[config.mk]
export PLATFORM = sky130hd
export DESIGN_NAME = resp_encoder
export DESIGN_NICKNAME = d
export VERILOG_FILES = /design/src/rtl/resp_encoder.sv
export SDC_FILE = /design/constraint.sdc
export NUM_CORES = 1
export LEC_CHECK = 0
export BUFFER_PORTS_ARGS = -buffer_cell sky130_fd_sc_hd__clkbuf_2
export CELL_PAD_IN_SITES_DETAIL_PLACEMENT = 0
export CELL_PAD_IN_SITES_GLOBAL_PLACEMENT = 1
export CORE_MARGIN = 5
export CORE_UTILIZATION = 46
export CTS_BUF_LIST = sky130_fd_sc_hd__clkbuf_4
export CTS_CLUSTER_DIAMETER = 150
export DETAILED_ROUTE_END_ITERATION = 12
export PLACE_DENSITY = 0.95
export SYNTH_ARGS = -nofsm -noshare
export SYNTH_HDL_FRONTEND = slang
export SYNTH_SLANG_ARGS = --single-unit
[constraint.sdc]
create_clock -name CLK -period 3.53 [get_ports CLK]
set_input_delay 0.353 -clock CLK [delete_from_list [all_inputs] [get_ports CLK]]
set_output_delay 0.353 -clock CLK [all_outputs]
set_load 0.01 [all_outputs]
[src/rtl/resp_encoder.sv]
// Response packet encoder: serialises status and command-acknowledge packets
// onto a byte link with valid/ready handshake and an XOR checksum trailer.
module resp_encoder #(
  parameter logic [7:0] STATUS_HDR = 8'hA7,
  parameter logic [7:0] ACK_HDR    = 8'hA1
) (
  input  logic       CLK,
  input  logic       rst_n,
  input  logic [7:0] CMD,
  input  logic [7:0] BUSY,
  input  logic [7:0] DONE,
  input  logic       tx_ready,
  output logic [7:0] tx_data,
  output logic       tx_valid,
  output logic       tx_last,
  output logic       resp_busy
);

  typedef enum logic [2:0] {IDLE, HDR, P0, P1, CHK} state_t;

  state_t     r_state;
  logic       r_stat_pend;
  logic [6:0] r_ack_pend;
  logic [7:0] r_done_sticky;
  logic [7:0] r_bsnap;
  logic [7:0] r_dsnap;
  logic [7:0] r_op;
  logic       r_is_stat;
  logic [7:0] r_tx_data;
  logic       r_tx_valid;
  logic       r_tx_last;
  logic       r_resp_busy;

  logic       w_start_stat;
  logic       w_start_ack;
  logic       w_acc;
  logic [7:0] w_ack_op;
  logic [6:0] w_ack_clr;

  // Descending scan so the lowest set index is the one left selected.
  always_comb begin
    w_ack_op  = 8'd0;
    w_ack_clr = 7'd0;
    for (int i = 6; i >= 0; i--) begin
      if (r_ack_pend[i]) begin
        w_ack_op  = 8'(i + 1);
        w_ack_clr = 7'd1 << i;
      end
    end
  end

  assign w_start_stat = (r_state == IDLE) && r_stat_pend;
  assign w_start_ack  = (r_state == IDLE) && !r_stat_pend && (r_ack_pend != 7'd0);
  assign w_acc        = r_tx_valid && tx_ready;

  always_ff @(posedge CLK) begin
    if (!rst_n) begin
      r_state       <= IDLE;
      r_stat_pend   <= 1'b0;
      r_ack_pend    <= 7'd0;
      r_done_sticky <= 8'd0;
      r_bsnap       <= 8'd0;
      r_dsnap       <= 8'd0;
      r_op          <= 8'd0;
      r_is_stat     <= 1'b0;
      r_tx_data     <= 8'd0;
      r_tx_valid    <= 1'b0;
      r_tx_last     <= 1'b0;
      r_resp_busy   <= 1'b0;
    end else begin
      // Clear-on-select first, then OR in new strobes so a same-cycle strobe wins.
      r_stat_pend <= (r_stat_pend & ~w_start_stat) | CMD[7];
      r_ack_pend  <= (r_ack_pend & ~(w_start_ack ? w_ack_clr : 7'd0)) | CMD[6:0];
      if (w_start_stat) begin
        r_bsnap       <= BUSY;
        r_dsnap       <= r_done_sticky;
        r_done_sticky <= DONE;
      end else begin
        r_done_sticky <= r_done_sticky | DONE;
      end

      case (r_state)
        IDLE: if (w_start_stat || w_start_ack) begin
          r_state     <= HDR;
          r_is_stat   <= w_start_stat;
          r_op        <= w_ack_op;
          r_tx_valid  <= 1'b1;
          r_tx_last   <= 1'b0;
          r_tx_data   <= w_start_stat ? STATUS_HDR : ACK_HDR;
          r_resp_busy <= 1'b1;
        end
        HDR: if (w_acc) begin
          r_state   <= P0;
          r_tx_data <= r_is_stat ? r_bsnap : r_op;
        end
        P0: if (w_acc) begin
          if (r_is_stat) begin
            r_state   <= P1;
            r_tx_data <= r_dsnap;
          end else begin
            r_state   <= CHK;
            r_tx_data <= ACK_HDR ^ r_op;
            r_tx_last <= 1'b1;
          end
        end
        P1: if (w_acc) begin
          r_state   <= CHK;
          r_tx_data <= STATUS_HDR ^ r_bsnap ^ r_dsnap;
          r_tx_last <= 1'b1;
        end
        CHK: if (w_acc) begin
          r_state     <= IDLE;
          r_tx_valid  <= 1'b0;
          r_tx_last   <= 1'b0;
          r_tx_data   <= 8'd0;
          r_resp_busy <= 1'b0;
        end
        default: begin
          r_state     <= IDLE;
          r_tx_valid  <= 1'b0;
          r_tx_last   <= 1'b0;
          r_tx_data   <= 8'd0;
          r_resp_busy <= 1'b0;
        end
      endcase
    end
  end

  assign tx_data   = r_tx_data;
  assign tx_valid  = r_tx_valid;
  assign tx_last   = r_tx_last;
  assign resp_busy = r_resp_busy;

endmodule
==> results of run 1 <==
-- per-layer routing --
layer,GRT usage,share of wire,vias to the layer above,routed length [um]
met2,0.258,0.43,40,2150
met1,0.222,0.51,927,2560
met4,0.0557,0.011,0,57
met3,0.0399,0.044,6,218
li1,-,-,1072,-
met5,0,0,-,0
-- cells in the mapped netlist, types with 3 or more instances --
cell,n,area (um2)
nor2_1,22,82.6
nor2b_1,4,25.0
nand3_1,3,15.0
dfxtp_1,49,981
inv_1,11,41.3
nand3b_1,3,22.5
xnor2_1,4,35.0
a31oi_1,3,18.8
buf_2,5,25.0
o21ai_0,9,45.0
a21oi_1,51,255
clkbuf_1,10,37.5
o211ai_1,3,22.5
nand2_1,51,191
o31ai_1,5,37.5
buf_6,3,33.8
a211oi_1,3,22.5
nand2b_1,13,81.3
-- critical path: cells and delay by family (launching register included) --
| kind | cells | cell delay, ns |
|---|---|---|
| AO/OA/AOI/OAI | 2 | 0.43 |
| flip-flops | 1 | 0.99 |
| AND/OR/NAND/NOR | 2 | 0.60 |
-- area by class of cell --
cell class              count  area share
clock inverters             3     0.00972
well taps                  70      0.0340
flip-flops and latches     49       0.381
clock buffers               5      0.0146
multi-input cells         212       0.468
inverters                  12      0.0175
repair buffers             38      0.0748
-- power breakdown --
group	leakage, nW	switching (mW)	internal [mW]	total [mW]
sequential	0.404	0.147	0.647	0.795
combinational	0.546	0.331	0.272	0.603
clock	0.0322	0.195	0.0831	0.278
-- state kept, by name, indices dropped and copies added, names as in the netlist --
signal	flops
tx_data	8
tx_last	1
r_state	3
r_stat_pend	1
r_op	3
r_ack_pend	7
resp_busy	1
r_dsnap	8
r_done_sticky	8
r_is_stat	1
r_bsnap	8
-- per-stage QoR --
stage | setup WS [ns] | instances | hold WS [ns]
2_1_floorplan | 2.08 | 293 | 0.432
3_3_place_gp | 1.50 | 381 | 0.441
3_5_place_dp | 1.41 | 381 | 0.451
4_1_cts | 1.38 | 389 | 0.158
5_1_grt | 1.17 | 389 | 0.137
6_report | 1.39 | 389 | 0.174
-- final timing paths --
kind	slack, ns	end	cells after the start
worst max-delay path	1.39	tx_data[1]	4
worst min-delay path	0.17	r_done_sticky[1]	3
worst max register to register	1.39	tx_data[1]	4
worst min register to register	0.47	r_op[2]	2
-- cell families after synthesis --
family,after synthesis,synth area share
buf+inv,32,0.0667
simple gates,110,0.235
flops,49,0.419
compound gates,97,0.260
xor+xnor,4,0.0149
mux,1,0.00427
==> impl_metrics.yaml, run 1 <==
critical_path:
  r2r_start: "r_state[0]"
  cp_cell_sequence: "nor3_2 -> and2_1 -> a221oi_1 -> a211oi_1"
  crit_slowest_cell: "dfxtp_1"
  critPathMaxFanout: 29
  cp.arrival_ns: 2.39
  worstSetupStartpoint: "r_state[0]"
  crit_type: "flop to flop"
  critPathMaxStageDelay_ns: 0.99
  required_ns: 3.78
  cp-start-kind: "flop"
  endpoint_kind: "flop"
power:
  p_total_mw: 1.68
  p_leak_nw: 0.983
  powerDensity_mw_per_mm2: 651
  max-vdd-ir-drop_mv: 0.318
placement:
  placedInstanceArea_mm2: 0.00251
  post-dp-hpwl_um: 3510
  io_buffers: 37
  globalplace.congestion: 0.800
timing:
  final.period_utilization: 0.606
  slew_viol_final: 0
  hold_violations: 0
  tns_ns: 0
  skew_ns: 0.00705
  rsz0062_at_grt: "false"
  timing.final.crit_period_ns: 2.14
  relSlewSlack: 0.354
  setup_viol: 0
  worst_slew_pin_slew_ns: 0.968
  max_freq_ghz: 0.468
synthesis:
  synth_async_sr_flop_share: 0
  ys_types: 48
  syn_area_mm2: 0.00234
  ys_warn_count: 0
  syn_area_per_cell_um2: 8.00
  yosysSeqAreaShare: 0.419
  synth_cells: 293
  synth-edff-count: 0
  ys_seq_elements: 49
  ys.flop_type: "dfxtp_1"
  synth_nets: 320
hold_path:
  worstHoldStart: "DONE[1]"
  hold_class: "primary input to flop"
route:
  drc_errors: 0
  routed_wl_um: 4980
  drtPass1Iterations: 4
  wl_per_cell_um: 12.8
  vias: 2045
  first_iter_violations: 150
  final_antenna_net_count: 0
  vias_per_cell: 5.26
die:
  die_w_um: 81.4
  start_util: 0.465
  die_h_um: 81.4
  io_pins: 38
  die_area_mm2: 0.00662
  num_rows: 26
  core_area_mm2: 0.00504
clock_network:
  ctsResizeCount: 0
  clk_path_buf_depth: 2
  cts_buffers: 5
  clk_pin_slew_ns: 0.16
  postCtsHoldBufs: 0
  cts.sinks: 49
  cts_max_level: 2
  cts_tree: "built"
  postCtsSetupBuffers: 0
  insertion_delay_ns: 0.37
  root_buffer: "clkbuf_4"
finish:
  nets: 345
  mostFrequentLayoutCells: "nand2_1, a21oi_1, dfxtp_1, clkbuf_2, nor2_1"
  fillers: 529
  final_core_utilization: 0.511
  seq_area_um2: 981
  multi_input_area_mm2: 0.00121
  drive_above_1_share: 0.169
  diodes: 0
  fin_area_mm2: 0.00257
  areaGrowthSynthToFinish_pct: 9.88
grt:
  grt_pass1_wl_um: 8620
  grt_max_degree: 30
  grt_usage: 0.165
  grt_overflow: 0
  antenna_found_initial: 0
  grt_pass1_vias: 1899
outcome:
  status: "complete, no violations"
job:
  maxCapViolCount: 0
(Power assumes the default switching activity.)
==> inputs of run 2 (changes only) <==
- CORE_UTILIZATION: 46 -> 43
- PLACE_DENSITY: 0.95 -> 0.9
- clock period: 3.53 -> 2.01 ns (I/O delays scaled with it)
==> run 2 against run 1 <==
- worst hold slack got worse by 0.16 ns
- critical path depth did not move
- clock power rose by 82%
- largest cell class unchanged
==> impl_metrics.yaml, run 2 (synthesis gave the netlist of run 1 again) <==
power:
  p_total_mw: 3.03
  max-vdd-ir-drop_mv: 0.607
  p_leak_nw: 1.04
  powerDensity_mw_per_mm2: 1140
timing:
  max_freq_ghz: 0.545
  slew_viol_final: 0
  rsz0062_at_grt: "false"
  setup_viol: 0
  skew_ns: 0.0132
  relSlewSlack: 0.570
  final.period_utilization: 0.912
  tns_ns: 0
  hold_violations: 0
  worst_slew_pin_slew_ns: 0.644
  timing.final.crit_period_ns: 1.83
clock_network:
  cts_max_level: 2
  ctsResizeCount: 0
  clk_path_buf_depth: 2
  postCtsSetupBuffers: 0
  insertion_delay_ns: 0.37
  clk_pin_slew_ns: 0.16
  cts_tree: "built"
  cts.sinks: 49
  cts_buffers: 5
  root_buffer: "clkbuf_4"
die:
  io_pins: 38
  num_rows: 26
  core_area_mm2: 0.00520
  die_h_um: 83.8
  die_w_um: 83.8
  die_area_mm2: 0.00703
  start_util: 0.450
placement:
  globalplace.congestion: 0.820
  post-dp-hpwl_um: 3750
  placedInstanceArea_mm2: 0.00256
  dp_cells: 388
  io_buffers: 37
finish:
  instances_no_fill: 400
  fin_area_mm2: 0.00267
  fillers: 537
  diodes: 0
  areaGrowthSynthToFinish_pct: 14.0
  drive_above_1_share: 0.185
  mostFrequentLayoutCells: "nand2_1, a21oi_1, dfxtp_1, clkbuf_2, nor2_1"
  nets: 356
critical_path:
  rr_worst_depth: 4
  required_ns: 2.30
  cp_cell_sequence: "nor3_2 -> and3_4 -> or3_4 -> a221oi_2"
  critPathMaxFanout: 20
  path_depth: 4
  critPathMaxStageDelay_ns: 0.76
  crit_buf_inv: 0
  crit_slowest_cell: "dfxtp_1"
  endpoint_kind: "flop"
  r2r_slack_ns: 0.18
  critical-path-top-delay-family: "simple AND/OR/NAND/NOR gates"
  crit_type: "flop to flop"
  cp.arrival_ns: 2.13
  cp-start-kind: "flop"
route:
  maxUsedRoutingLayer: "met4"
  vias_per_cell: 5.12
  m1WireLength_um: 2540
  drtPass1Iterations: 4
  final_antenna_net_count: 0
  first_iter_violations: 129
  vias: 2049
  met2_length_um: 2330
  met3WireLength_um: 290
  wl_per_cell_um: 13.1
  routed_wl_um: 5240
  drc_errors: 0
hold_path:
  hold_path_depth: 3
  hold_class: "primary input to flop"
grt:
  antenna_found_initial: 0
  grt_overflow: 0
  grt_pass1_vias: 1871
  grt_max_degree: 45
  grt_pass1_wl_um: 8890
  grt_usage: 0.151
outcome:
  status: "complete, no violations"
job:
  maxCapViolCount: 0
run 2: power by group:
group / internal [mW] / total (mW) / switching [mW]
combinational: 0.536 / 1.19 / 0.656
sequential: 1.14 / 1.34 / 0.198
clock: 0.155 / 0.506 / 0.351
total: 1.83 / 3.03 / 1.21
run 2: layout make-up:
class,instances,area (um2),share of cell area
inverters,12,45.0,0.0169
clock buffers,5,37.5,0.0141
flip-flops and latches,49,981,0.367
clock inverters,3,28.8,0.0108
multi-input cells,212,1210,0.452
repair buffers,49,285,0.107
well taps,70,87.6,0.0328
run 2: repair_timing:
action,4_1_cts,5_1_grt
hold buffers,0,4
endpoints found under the hold margin,0,4
endpoints found under the setup margin,0,0
run 2: path summary, 6_finish.rpt:
kind | from | end
setup / recovery | r_state[1] | resp_busy
hold / removal | DONE[2] | r_done_sticky[2]
setup reg to reg | r_state[1] | resp_busy
hold reg to reg | r_op[2] | r_op[2]
run 2: tightest hold or removal path: stages:
cell	delay, ns
clkbuf_2	0.08
a21oi_1	0.03
nor2_1	0.06
run 2: per-stage QoR:
step	setup WS (ns)	hold slack, ns	utilization
finish	0.177	0.0140	0.513
global route	0.0448	0.00292	0.513
detailed placement	0.229	0.417	0.493
global placement	0.272	0.405	0.493
floorplan	0.556	0.318	-
CTS	0.192	0.00793	0.506
run 2: layer usage:
| layer | vias to the layer above | GRT usage |
|---|---|---|
| met2 | 41 | 0.224 |
| li1 | 1085 | - |
| met4 | 0 | 0.0497 |
| met1 | 916 | 0.215 |
| met3 | 7 | 0.0355 |
| met5 | - | 0 |
==> inputs of run 3 (changes only) <==
==> constraint.sdc (replaced) <==
create_clock -name CLK -period 2.01 [get_ports CLK]
set_input_delay 0.1005 -clock CLK [delete_from_list [all_inputs] [get_ports CLK]]
set_output_delay 0.1005 -clock CLK [all_outputs]
set_load 0.01 [all_outputs]
==> run 3 against run 2 <==
- combinational power hardly changed
- global-route usage up 0.76 points
- fmax is essentially flat
- largest cell class unchanged
==> impl_metrics.yaml, run 3 (synthesis gave the netlist of run 1 again) <==
critical_path:
  crit_type: "flop to flop"
  cp.arrival_ns: 2.13
  endpoint_kind: "flop"
  critPathMaxFanout: 20
  required_ns: 2.31
  cp-start-kind: "flop"
  rr_worst_depth: 4
clock_network:
  cts.sinks: 49
  postCtsSetupBuffers: 0
  insertion_delay_ns: 0.37
  clk_path_buf_depth: 2
  cts_buffers: 5
  cts_tree: "built"
  cts_max_level: 2
  clk_pin_slew_ns: 0.15
  ctsResizeCount: 0
  root_buffer: "clkbuf_4"
route:
  first_iter_violations: 134
  vias_per_cell: 5.17
  vias: 2172
  drc_errors: 0
  drtPass1Iterations: 4
  routed_wl_um: 5330
  final_antenna_net_count: 0
  wl_per_cell_um: 12.7
finish:
  diodes: 0
  seq_area_um2: 981
  nets: 376
  drive_above_1_share: 0.174
  multi_input_area_mm2: 0.00121
  mostFrequentLayoutCells: "nand2_1, a21oi_1, dfxtp_1, clkbuf_2, dlygate4sd3_1"
  areaGrowthSynthToFinish_pct: 22.5
  fillers: 516
timing:
  tns_ns: 0
  skew_ns: 0.00457
  rsz0062_at_grt: "false"
  max_freq_ghz: 0.546
  hold_violations: 0
  timing.final.crit_period_ns: 1.83
  slew_viol_final: 0
  hold_ws_ns: 0.0337
  final.period_utilization: 0.911
  worst_slew_pin_slew_ns: 0.642
  relSlewSlack: 0.572
  setup_viol: 0
placement:
  io_buffers: 37
  globalplace.congestion: 0.820
  post-dp-hpwl_um: 3750
grt:
  grt_pass1_vias: 1984
  antenna_found_initial: 0
  grt_usage: 0.159
  grt_pass1_wl_um: 9290
  grt_overflow: 0
  grt_max_degree: 45
die:
  die_h_um: 83.8
  num_rows: 26
  io_pins: 38
  start_util: 0.450
  core_area_mm2: 0.00520
  die_area_mm2: 0.00703
  die_w_um: 83.8
power:
  p_clk_frac: 0.164
  switching_share: 0.395
  p_switching_mw: 1.21
  max-vdd-ir-drop_mv: 0.601
  p_leak_nw: 1.12
  powerDensity_mw_per_mm2: 1070
  p_int_mw: 1.85
  pwr-share-seq: 0.436
  combPwrFrac: 0.399
outcome:
  status: "complete, no violations"
hold_path:
  hold_path_depth: 2
  hold_class: "primary input to flop"
job:
  maxCapViolCount: 0
## run 3: cell types whose count changed in the layout (fill, tap and decap cells not counted)
| cell | before | now |
|---|---|---|
| dlygate4sd3_1 | 4 | 24 |
## run 3: layer usage
metal  GRT usage  part of all wire
met5           0                 0
met2       0.250              0.46
met3      0.0336             0.052
met1       0.217              0.47
met4      0.0497             0.014
## run 3: cell type report
| class | count | area share |
|---|---|---|
| timing repair buffer | 69 | 0.169 |
| multi-input combinational | 212 | 0.420 |
| sequential | 49 | 0.342 |
| clock buffer | 5 | 0.0131 |
| inverter | 12 | 0.0157 |
| clock inverter | 3 | 0.0100 |
| tap | 70 | 0.0305 |
## run 3: worst paths after layout
| path | start | to | slack [ns] |
|---|---|---|---|
| setup / recovery | r_state[1] | resp_busy | 0.18 |
| hold / removal | rst_n | r_state[1] | 0.03 |
| setup reg to reg | r_state[1] | resp_busy | 0.18 |
| hold reg to reg | r_op[2] | r_op[2] | 0.47 |
## run 3: what timing repair did
action                     4_1_cts  5_1_grt
setup endpoints to repair        0        0
hold buffers                    24        0
hold endpoints to repair        24        0
## run 3: per-stage QoR
| step | util | instances | instance area [um2] | power [mW] | setup slack (ns) |
|---|---|---|---|---|---|
| detailed placement | 0.493 | 388 | 2560 | 2.54 | 0.229 |
| global route | 0.552 | 420 | 2870 | 3.30 | 0.0448 |
| CTS | 0.552 | 420 | 2870 | 3.08 | 0.192 |
| global placement | 0.493 | 388 | 2560 | 2.53 | 0.272 |
| finish | 0.552 | 420 | 2870 | 3.06 | 0.178 |
| floorplan | - | 293 | 2340 | 2.24 | 0.556 |
## run 3: power by group through the flow
stage | Combinational [mW] | Clock (mW) | Sequential, mW
after global placement | 1.18 | 0 | 1.35
final | 1.22 | 0.503 | 1.34
after detailed placement | 1.18 | 0 | 1.36
after CTS | 1.22 | 0.526 | 1.33
after global routing | 1.37 | 0.563 | 1.37
after floorplan | 0.961 | 0 | 1.28
## run 3: worst max-delay path, cell delays in order, from the launching register on
cell and delay (ns):
dfxtp_1 0.76, nor3_2 0.17, and3_4 0.22, or3_4 0.39, a221oi_2 0.21
